$ cat src/rtl/multicycle_ctrl.sv
// multicycle_ctrl: control FSM for a multicycle RV32-style datapath.
// Sequences FETCH -> DECODE -> EXEC -> (MEM) -> (WB) and drives the datapath
// selects and write enables. Opcode class is captured in DECODE so later
// states are immune to changes on the live opcode bus.
// Optional feature: define MC_ILLEGAL_TRAP_EN to lock up in TRAP on an
// illegal opcode. By default an illegal opcode retires as a NOP.
module multicycle_ctrl (
  input  logic       clk,
  input  logic       rst_n,
  input  logic [6:0] opcode,
  input  logic       br_taken,
  input  logic       mem_ready,
  output logic       mem_req,
  output logic       mem_sel,
  output logic       mem_we,
  output logic       ir_we,
  output logic       pc_we,
  output logic       pc_src,
  output logic [1:0] alu_a_sel,
  output logic       alu_b_sel,
  output logic       rf_we,
  output logic [1:0] wb_sel,
  output logic       retire,
  output logic [2:0] state,
  output logic       illegal
);

  typedef enum logic [2:0] {
    ST_FETCH  = 3'd0,
    ST_DECODE = 3'd1,
    ST_EXEC   = 3'd2,
    ST_MEM    = 3'd3,
    ST_WB     = 3'd4,
    ST_TRAP   = 3'd5
  } state_t;

  typedef enum logic [3:0] {
    CL_R      = 4'd0,
    CL_I      = 4'd1,
    CL_LOAD   = 4'd2,
    CL_STORE  = 4'd3,
    CL_BRANCH = 4'd4,
    CL_LUI    = 4'd5,
    CL_AUIPC  = 4'd6,
    CL_JAL    = 4'd7,
    CL_ILL    = 4'd8
  } class_t;

  // Map a raw opcode onto an instruction class; anything unknown is illegal.
  function automatic class_t decode_class(input logic [6:0] op);
    case (op)
      7'b0110011: decode_class = CL_R;
      7'b0010011: decode_class = CL_I;
      7'b0000011: decode_class = CL_LOAD;
      7'b0100011: decode_class = CL_STORE;
      7'b1100011: decode_class = CL_BRANCH;
      7'b0110111: decode_class = CL_LUI;
      7'b0010111: decode_class = CL_AUIPC;
      7'b1101111: decode_class = CL_JAL;
      default:    decode_class = CL_ILL;
    endcase
  endfunction

  state_t     state_r;
  state_t     next_state_s;
  class_t     class_r;
  class_t     class_dec_s;
  logic       mem_req_s;
  logic       mem_sel_s;
  logic       mem_we_s;
  logic       ir_we_s;
  logic       pc_we_s;
  logic       pc_src_s;
  logic [1:0] alu_a_sel_s;
  logic       alu_b_sel_s;
  logic       rf_we_s;
  logic [1:0] wb_sel_s;
  logic       retire_s;
  logic       illegal_s;

  assign class_dec_s = decode_class(opcode);
  assign state       = state_r;

  // State register with synchronous active-low reset.
  always_ff @(posedge clk) begin
    if (!rst_n) begin
      state_r <= ST_FETCH;
    end else begin
      state_r <= next_state_s;
    end
  end

  // Class register: captured only in DECODE, held everywhere else.
  always_ff @(posedge clk) begin
    if (!rst_n) begin
      class_r <= CL_ILL;
    end else if (state_r == ST_DECODE) begin
      class_r <= class_dec_s;
    end else begin
      class_r <= class_r;
    end
  end

`ifdef MC_ILLEGAL_TRAP_EN
  logic illegal_r;

  // Sticky illegal flag, set on entry to TRAP and cleared only by reset.
  always_ff @(posedge clk) begin
    if (!rst_n) begin
      illegal_r <= 1'b0;
    end else if (next_state_s == ST_TRAP) begin
      illegal_r <= 1'b1;
    end else begin
      illegal_r <= illegal_r;
    end
  end

  assign illegal_s = illegal_r;
`else
  assign illegal_s = 1'b0;
`endif

  // Next-state and raw control outputs; everything defaults to 0.
  always_comb begin
    next_state_s = state_r;
    mem_req_s    = 1'b0;
    mem_sel_s    = 1'b0;
    mem_we_s     = 1'b0;
    ir_we_s      = 1'b0;
    pc_we_s      = 1'b0;
    pc_src_s     = 1'b0;
    alu_a_sel_s  = 2'd0;
    alu_b_sel_s  = 1'b0;
    rf_we_s      = 1'b0;
    wb_sel_s     = 2'd0;
    retire_s     = 1'b0;
    case (state_r)
      ST_FETCH: begin
        mem_req_s = 1'b1;
        if (mem_ready) begin
          ir_we_s      = 1'b1;
          pc_we_s      = 1'b1;
          next_state_s = ST_DECODE;
        end else begin
          next_state_s = ST_FETCH;
        end
      end
      ST_DECODE: begin
        if (class_dec_s == CL_ILL) begin
`ifdef MC_ILLEGAL_TRAP_EN
          next_state_s = ST_TRAP;
`else
          retire_s     = 1'b1;
          next_state_s = ST_FETCH;
`endif
        end else begin
          next_state_s = ST_EXEC;
        end
      end
      ST_EXEC: begin
        case (class_r)
          CL_R: next_state_s = ST_WB;
          CL_I: begin
            alu_b_sel_s  = 1'b1;
            next_state_s = ST_WB;
          end
          CL_LOAD, CL_STORE: begin
            alu_b_sel_s  = 1'b1;
            next_state_s = ST_MEM;
          end
          CL_LUI: begin
            alu_a_sel_s  = 2'd2;
            alu_b_sel_s  = 1'b1;
            next_state_s = ST_WB;
          end
          CL_AUIPC: begin
            alu_a_sel_s  = 2'd1;
            alu_b_sel_s  = 1'b1;
            next_state_s = ST_WB;
          end
          CL_BRANCH: begin
            pc_src_s     = 1'b1;
            pc_we_s      = br_taken;
            retire_s     = 1'b1;
            next_state_s = ST_FETCH;
          end
          CL_JAL: begin
            pc_src_s     = 1'b1;
            pc_we_s      = 1'b1;
            next_state_s = ST_WB;
          end
          default: next_state_s = ST_FETCH;
        endcase
      end
      ST_MEM: begin
        mem_req_s = 1'b1;
        mem_sel_s = 1'b1;
        mem_we_s  = (class_r == CL_STORE);
        if (mem_ready) begin
          if (class_r == CL_STORE) begin
            retire_s     = 1'b1;
            next_state_s = ST_FETCH;
          end else begin
            next_state_s = ST_WB;
          end
        end else begin
          next_state_s = ST_MEM;
        end
      end
      ST_WB: begin
        rf_we_s      = 1'b1;
        retire_s     = 1'b1;
        next_state_s = ST_FETCH;
        if (class_r == CL_LOAD) begin
          wb_sel_s = 2'd1;
        end else if (class_r == CL_JAL) begin
          wb_sel_s = 2'd2;
        end else begin
          wb_sel_s = 2'd0;
        end
      end
      ST_TRAP: begin
`ifdef MC_ILLEGAL_TRAP_EN
        next_state_s = ST_TRAP;
`else
        next_state_s = ST_FETCH;
`endif
      end
      default: next_state_s = ST_FETCH;
    endcase
  end

  // Output stage: everything is forced low while reset is asserted so an
  // in-flight memory request or retire is abandoned immediately.
  always_comb begin
    if (!rst_n) begin
      mem_req   = 1'b0;
      mem_sel   = 1'b0;
      mem_we    = 1'b0;
      ir_we     = 1'b0;
      pc_we     = 1'b0;
      pc_src    = 1'b0;
      alu_a_sel = 2'd0;
      alu_b_sel = 1'b0;
      rf_we     = 1'b0;
      wb_sel    = 2'd0;
      retire    = 1'b0;
      illegal   = 1'b0;
    end else begin
      mem_req   = mem_req_s;
      mem_sel   = mem_sel_s;
      mem_we    = mem_we_s;
      ir_we     = ir_we_s;
      pc_we     = pc_we_s;
      pc_src    = pc_src_s;
      alu_a_sel = alu_a_sel_s;
      alu_b_sel = alu_b_sel_s;
      rf_we     = rf_we_s;
      wb_sel    = wb_sel_s;
      retire    = retire_s;
      illegal   = illegal_s;
    end
  end

endmodule
$ cat config.mk
export PLATFORM = sky130hd
export DESIGN_NAME = multicycle_ctrl
export DESIGN_NICKNAME = d
export VERILOG_FILES = /design/src/rtl/multicycle_ctrl.sv
export SDC_FILE = /design/constraint.sdc
export NUM_CORES = 1
export LEC_CHECK = 0
export BUFFER_PORTS_ARGS = -buffer_cell sky130_fd_sc_hd__buf_2
export CAP_MARGIN = 10
export CORE_ASPECT_RATIO = 1.75
export CORE_UTILIZATION = 25
export DETAILED_ROUTE_END_ITERATION = 6
export SLEW_MARGIN = 10
export SYNTH_ARGS = -nofsm -noshare
export SYNTH_HDL_FRONTEND = slang
export SYNTH_SLANG_ARGS = --single-unit
$ cat constraint.sdc
create_clock -name clk -period 2.05 [get_ports clk]
set_input_delay 0.205 -clock clk [delete_from_list [all_inputs] [get_ports clk]]
set_output_delay 0.205 -clock clk [all_outputs]
set_load 0.02 [all_outputs]
Word-level counts from Yosys, hierarchy flattened
Index checks and enable logic that the tools add are counted.
Operators by class
  equal/unequal tests: 20
  reductions and logical operators: 7
  multiplexer cells: 40
Operators with widths (count)
  4-bit case mux with 8 select lines: 1
  1-bit 2-to-1 mux: 24
  7-bit by 6-bit equality test with 1-bit output, second input constant: 3
  4-bit by 3-bit equality test with 1-bit output, second input constant: 4
  7-bit by 5-bit equality test with 1-bit output, second input constant: 2
  7-bit equality test, second input constant: 2
  2-bit 2-to-1 mux: 7
  3-bit case mux with 4 select lines: 1
  5-bit OR reduction: 2
  4-bit by 2-bit equality test with 1-bit output, second input constant: 2
  7-bit by 2-bit equality test with 1-bit output, second input constant: 1
  3-bit by 2-bit equality test with 1-bit output, second input constant: 2
  3-bit 2-to-1 mux: 2
  3-bit case mux with 2 select lines: 1
  2-bit OR reduction: 3
  4-bit by 1-bit equality test with 1-bit output, second input constant: 1
  4-bit equality test, second input constant: 1
  4-bit zero test: 1
  1-bit case mux with 2 select lines: 2
  1-bit case mux with 4 select lines: 1
  2-bit case mux with 2 select lines: 1
  3-bit by 1-bit equality test with 1-bit output, second input constant: 1
  3-bit equality test, second input constant: 1
  3-bit zero test: 1
Storage, ports and cells
  logic and storage cells: 69
  output and inout port bits: 17
  flip-flop bits (word level): 7
  input bits: 11

Depth between registers and ports, before layout
Gate-level depths: netlist of the first run.
  depth after elaboration: 6
  gate-level depth with buffers: 6
  gate-level depth less buffers: 5

Worst setup path before layout of the first run
Ideal clock, no wire load.
  path kind: flip-flop to output port
  from: register state_r[1], in the netlist state[1]
  to: output alu_a_sel[0]
  path slack: 86 ps
  data arrival time: 1759 ps
  data required time: 1845 ps
  path buffers: 1
  stages on the path, launching flop included: 6
  path through: dfxtp_1 -> buf_4 -> nor4b_1 -> and2_1 -> nand2_1 -> nor3b_1
Between the ends
  longest elaborated chain between the ends: 3
Ends and longest elaborated chain
  from (decl): RTL line 64  | state_t state_r;
  from (signal assigned): RTL line 89  | state_r <= next_state_s;
  3-bit by 2-bit equality test with 1-bit output: RTL line 137  | case (state_r)
  2-bit 2-to-1 mux: RTL line 137
  2-bit 2-to-1 mux: RTL line 236  | if (!rst_n) begin
  to (decl): RTL line 19  | output logic [1:0] alu_a_sel,
Every way passes these cells.

Worst setup path in the final report of the first run
  from: register state_r[2], in the netlist state[2]
  to: output retire
Between the ends
  longest elaborated chain between the ends: 3
  elaborated cells on any way between the ends: 6
  those cells by class: eq/ne (4); mux (2)
Ends and longest elaborated chain
  3-bit equality test (tied with other cells): RTL line 137
  1-bit case mux with 4 select lines *: RTL line 137
  1-bit 2-to-1 mux *: RTL line 236
  to (decl): RTL line 23  | output logic retire,
Mark *: on every way between the ends. The rest lies on a longest branch, timed or not.

==> results of run 1 <==
## kinds of logic after synthesis
family                 Yosys count  share of synthesized area, %
other                            1                         0.577
XOR/XNOR                         1                          1.35
AO/OA/AOI/OAI                   23                          23.5
buffers and inverters           10                          7.32
flip-flops                       7                          21.6
AND/OR/NAND/NOR                 50                          42.6
multiplexers                     2                          3.08
## final cells by class
class | instances | area [um2]
inverter | 6 | 22.5
multi-input combinational | 77 | 472
timing repair buffer | 28 | 145
fill | 283 | 1600
clock buffer | 4 | 45.0
tap | 26 | 32.5
sequential | 7 | 143
## what timing repair did
item / 4_1_cts / 5_1_grt
gates resized for setup: 0 / 5
endpoints found under the setup margin: 0 / 4
hold endpoints to repair: 0 / 0
## path summary, 6_finish.rpt
kind | to | startpoint | cells after the start | slack [ns]
hold / removal | class_r[3]$_SDFFE_PN1P_ | rst_n | 2 | 0.26
setup / recovery | retire | state[2]$_SDFF_PN0_ | 6 | 0.10
hold reg to reg | state[2]$_SDFF_PN0_ | class_r[2]$_SDFFE_PN0P_ | 2 | 0.54
setup reg to reg | class_r[0]$_SDFFE_PN0P_ | state[0]$_SDFF_PN0_ | 5 | 0.64
## worst max-delay path, cell delays in order (launching register included)
cell      delay, ns
dfxtp_2        0.36
and2b_2        0.25
and3_1         0.21
a22o_1         0.22
a211oi_1       0.23
nor2_1         0.08
buf_2          0.16
## flip-flops by register name, summed over array words and instances (netlist names)
| signal | count |
|---|---|
| state | 3 |
| class_r | 4 |
## per-layer routing
layer	GRT usage, %	up-vias	part of all wire [%]
li1	-	395	-
met4	14.4	0	3.4
met3	2.24	4	4.5
met2	26.6	19	57
met5	0	-	0
met1	15.7	345	36
## placed cells by master (no fill, tap or decap), drive strengths merged, types with 2 or more instances in the layout
cell	synthesis	final
buf	4	28
nand2	12	12
dfxtp	7	7
inv	6	6
nor3	6	6
a21oi	6	6
nor2	6	6
o21ai	6	6
clkbuf	0	4
and2	3	3
nor2b	3	3
nand3	3	3
or3b	3	3
nor3b	2	2
nand2b	2	2
and3	2	2
nand4	2	2
o31ai	2	2
mux2i	2	2
a311oi	2	2
a211oi	2	2
## per-stage QoR
stage               total power [mW]  utilization, %  worst slack [ns]  std cells  area (um2)
finish                         0.414            34.9             0.103        148         860
global route                   0.435            34.9           0.00478        148         860
CTS                            0.415            34.4            0.0523        148         847
detailed placement             0.215            32.6             0.302        144         802
global placement               0.213            32.6             0.363        144         802
floorplan                      0.189               -            0.0864         94         649
## power groups by stage
stage,combinational (mW),sequential [mW],clock [mW]
2_1_floorplan,0.0439,0.145,0
3_3_place_gp,0.0697,0.144,0
3_5_place_dp,0.0709,0.144,0
4_1_cts,0.0713,0.142,0.202
5_1_grt,0.0795,0.143,0.213
6_report,0.0713,0.142,0.200
==> metrics.md, run 1 <==
| Metric | Value |
|---|---|
| Share of cells above drive strength 1 | 30.3% |
| RSZ-0062 raised after global routing | false |
| Crit path launch type | flip-flop |
| Most frequent cell after synthesis | nand2_1 |
| Final worst path period need | 1.95 ns |
| H-Tree Depth | 1 |
| CTS root buffer | clkbuf_8 |
| Hold slack | 0.260 ns |
| Post-synth cell types | 36 |
| Post-synthesis sequential area ratio | 21.6% |
| Psw | 0.113 mW |
| Hold-fix buffers, CTS | 0 |
| Worst ir drop on vdd | 230 uV |
| Lkg Pwr | 0.390 nW |
| DRT iter0 DRCs | 11 |
| WP data required | 1.85 ns |
| Clock power frac | 48.4% |
| Area grow syn2layout | 32.4% |
| Drt first pass iters | 4 |
| Critical Path AT | 1.74 ns |
| Setup repair bufs after CTS | 0 |
| Max cap viols | 0 |
| Vias in the first global route | 738 |
| CTS tree | built |
| Initial Util | 26.4% |
| Ys async rst share | 0% |
| # setup viols final | 0 |
| Final HPWL DP | 1550 um |
| Drt wl/cell | 12.7 um |
| Combinational power share | 17.2% |
| IO buf count | 26 |
| Area of the core | 2460 um2 |
| Largest net degree at the start of global routing | 12 |
| Warnings from Yosys | 0 |
| Hold Crit Class | primary input to flip-flop |
| Synth top cells by count | nand2_1 (12), dfxtp_1 (7) |
| Sw Share | 27.2% |
| Critical Path End Type | output port |
| Post-layout nets | 134 |
| P per Cell Area | 481 nW/um2 |
| Num CTS Buffers | 3 |
| Final count of hold timing violations | 0 |
| Via/cell ratio | 5.16 |
| Int Power | 0.301 mW |
| Post-synth top flop | dfxtp_1 |
| Post-route DRC | 0 |
| Area leader, netlist | dfxtp_1 |
| Initial antenna violation count | 0 |
| Via total after detailed routing | 763 |
| Final setup TNS | 0 ns |
| Status | completed |
| Final period util | 95.0% |
| Number of flops mapped to enable cells by yosys | 0 |
| Sequential Power Share | 34.4% |
| Synth Area per Inst | 6.91 um2 |
| WL final | 1880 um |
| Mapped Nets | 105 |
| I/O Pins | 28 |
| Clk Latency, worst-skew pair | 0.23 ns |
| CTS Buffer Depth | 2 |
| Die W | 40.5 um |
| Maximum net fanout on the critical path | 6 |
| Total track usage | 16.3% |
| Sink Count | 7 |
| Std-Cell Rows | 24 |
| Die height | 69.4 um |
| First-pass GRT wire length | 3150 um |
| Die area | 2810 um2 |
| Share of the synthesized area in the top cell type | 21.6% |
| Fmax | 514 MHz |
| Skew final | 0.000639 ns |
| Critical path class | flip-flop to output port |
| Synthesized cell area | 649 um2 |
| Number of synthesized register bits | 7 |
| Worst-path clk slew | 0.04 ns |
| ANT cells | 0 |
| Final Slew Violations | 0 |
| Gr ovfl total | 0 |
| Mapped Cells | 94 |
| Post-DRT Antenna Nets | 0 |
| Gpl congestion | 0.788 |
| Area contributors post-synth | dfxtp_1 (22%), nand2_1 (6.9%), a21oi_1 (4.6%) |
(Power assumes the default switching activity.)
==> inputs of run 2 (changes only) <==
- PLACE_DENSITY_LB_ADDON: not set -> 0.1
==> run 2 against run 1 <==
Effect of this change:
- combinational power grew 1%
- first-iteration DRC count up 9.1%
- clock skew rose by 0.0043 ns
- utilization increased by 0.25 points
- critical path type unchanged
- largest cell class unchanged
- critical path depth stayed put
- total power shrank 1.8%
- critical endpoint unchanged
==> metrics.md, run 2 (synthesis results as in run 1) <==
| Metric | Value |
|---|---|
| Status | completed |
| ANT cells | 0 (unchanged) |
| Post-CTS sizing | 0 (unchanged) |
| Delay-heaviest family, CP | simple AND/OR/NAND/NOR gates |
| Largest net degree at the start of global routing | 12 (unchanged) |
| Post-DRT Antenna Nets | 0 (unchanged) |
| Post-route DRC | 0 (unchanged) |
| CP peak stage delay | 0.41 ns (+0.05 ns) |
| Critical-path cell list | and2b_1 > and3_1 > a22o_1 > a211oi_1 > nor2_1 > buf_2 |
| Worst ir drop on vdd | 233 uV (+1.4%) |
| First-pass GRT wire length | 3190 um (+1.3%) |
| Clk Latency, worst-skew pair | 0.23 ns (about the same) |
| WL final | 2020 um (+7.6%) |
| Num CTS Buffers | 3 (unchanged) |
| Area of the core | 2460 um2 (unchanged) |
| Critical Path End Type | output port |
| Die height | 69.4 um (unchanged) |
| Lkg Pwr | 0.397 nW (+1.7%) |
| Worst-path clk slew | 0.04 ns (about the same) |
| Die area | 2810 um2 (unchanged) |
| Crit-path slowest cell | dfxtp_1 |
| Setup repair bufs after CTS | 0 (unchanged) |
| Most flop-heavy register | class_r |
| WP buf/inv | 1 (unchanged) |
| Vias in the first global route | 733 (-0.68%) |
| Share of cells above drive strength 1 | 30.1% (-0.25 points) |
| Drt first pass iters | 4 (unchanged) |
| Sink Count | 7 (unchanged) |
| Critical path class | flip-flop to output port |
| Max cap viols | 0 (unchanged) |
| Hold Crit Class | primary input to flip-flop |
| Reg-to-reg setup timing slack | 0.61 ns (-0.03 ns) |
| Maximum net fanout on the critical path | 6 (unchanged) |
| RSZ-0062 raised after global routing | false |
| Fmax | 512 MHz (-0.28%) |
| Final HPWL DP | 1650 um (+6.6%) |
| CTS root buffer | clkbuf_8 |
| CTS tree | built |
| IO buf count | 26 (unchanged) |
| Skew final | 0.00498 ns (+0.00434 ns) |
| Gpl congestion | 0.707 (-10%) |
| Crit path launch type | flip-flop |
| Std-Cell Rows | 24 (unchanged) |
| Hold-fix buffers, CTS | 0 (unchanged) |
| Final period util | 95.3% (+0.27 points) |
| H-Tree Depth | 1 (unchanged) |
| Final Slew Violations | 0 (unchanged) |
| Total track usage | 16.3% (about the same) |
| Most common cell after layout, fill and taps aside | buf_2 |
| WP data required | 1.85 ns (about the same) |
| I/O Pins | 28 (unchanged) |
| Gr ovfl total | 0 (unchanged) |
| Pre-CTS WS | 0.303 ns (+0.00109 ns) |
| Post-layout nets | 135 (+0.75%) |
| CTS Buffer Depth | 2 (unchanged) |
| Final count of hold timing violations | 0 (unchanged) |
| Post-route setup slack | 0.0972 ns (-0.00546 ns) |
| Die W | 40.5 um (unchanged) |
| DRT iter0 DRCs | 12 (+1) |
| Critical Path AT | 1.75 ns (about the same) |
| Via/cell ratio | 5.30 (+2.7%) |
| Drt wl/cell | 13.6 um (+6.8%) |
| Final worst path period need | 1.95 ns (+0.00546 ns) |
| P per Cell Area | 469 nW/um2 (-2.5%) |
| Area grow syn2layout | 33.3% |
| Commonest non-fill, non-tap cells in the layout | buf_2 (26), nand2_1 (12) |
| Initial antenna violation count | 0 (unchanged) |
| Final setup TNS | 0 ns (unchanged) |
| # setup viols final | 0 (unchanged) |
| Overall power | 0.406 mW (-1.8%) |
| Via total after detailed routing | 789 (+3.4%) |
| Initial Util | 26.4% (unchanged) |
| Largest register FFs | 4 (unchanged) |
[run 2: changes by cell type in the layout (fill, tap and decap cells not counted), sizes merged]
cell	delta
buf	+1
[run 2: stage by stage]
step / hold WS [ns] / cells / instance area, um2 / utilization, %
finish: 0.262 / 149 / 866 / 35.2
global placement: 0.495 / 145 / 810 / 32.9
detailed placement: 0.491 / 145 / 810 / 32.9
global route: 0.272 / 149 / 866 / 35.2
floorplan: 0.358 / 94 / 649 / -
CTS: 0.262 / 149 / 855 / 34.7
[run 2: final timing paths]
path / depth (start not counted) / start / to
worst max-delay path: 6 / state[2]$_SDFF_PN0_ / retire
worst min-delay path: 2 / rst_n / class_r[3]$_SDFFE_PN1P_
worst max register to register: 5 / state[2]$_SDFF_PN0_ / class_r[0]$_SDFFE_PN0P_
worst min register to register: 2 / class_r[1]$_SDFFE_PN0P_ / class_r[1]$_SDFFE_PN0P_
[run 2: cell type report]
class	count	area, um2
repair buffers	29	153
clock buffers	4	45.0
well taps	26	32.5
flip-flops and latches	7	143
fillers	283	1600
multi-input cells	77	470
inverters	6	22.5
[run 2: report_power, final]
| group | switching (mW) | total (mW) | internal [mW] |
|---|---|---|---|
| logic | 0.0449 | 0.0720 | 0.0271 |
| clock network | 0.0573 | 0.192 | 0.134 |
| registers | 0.00341 | 0.142 | 0.139 |
[run 2: routing by layer]
layer  share of wire, %  track usage [%]
met5                  0                0
met4                2.0             7.78
met3                3.1             2.88
met2                 59             29.3
met1                 36             15.9
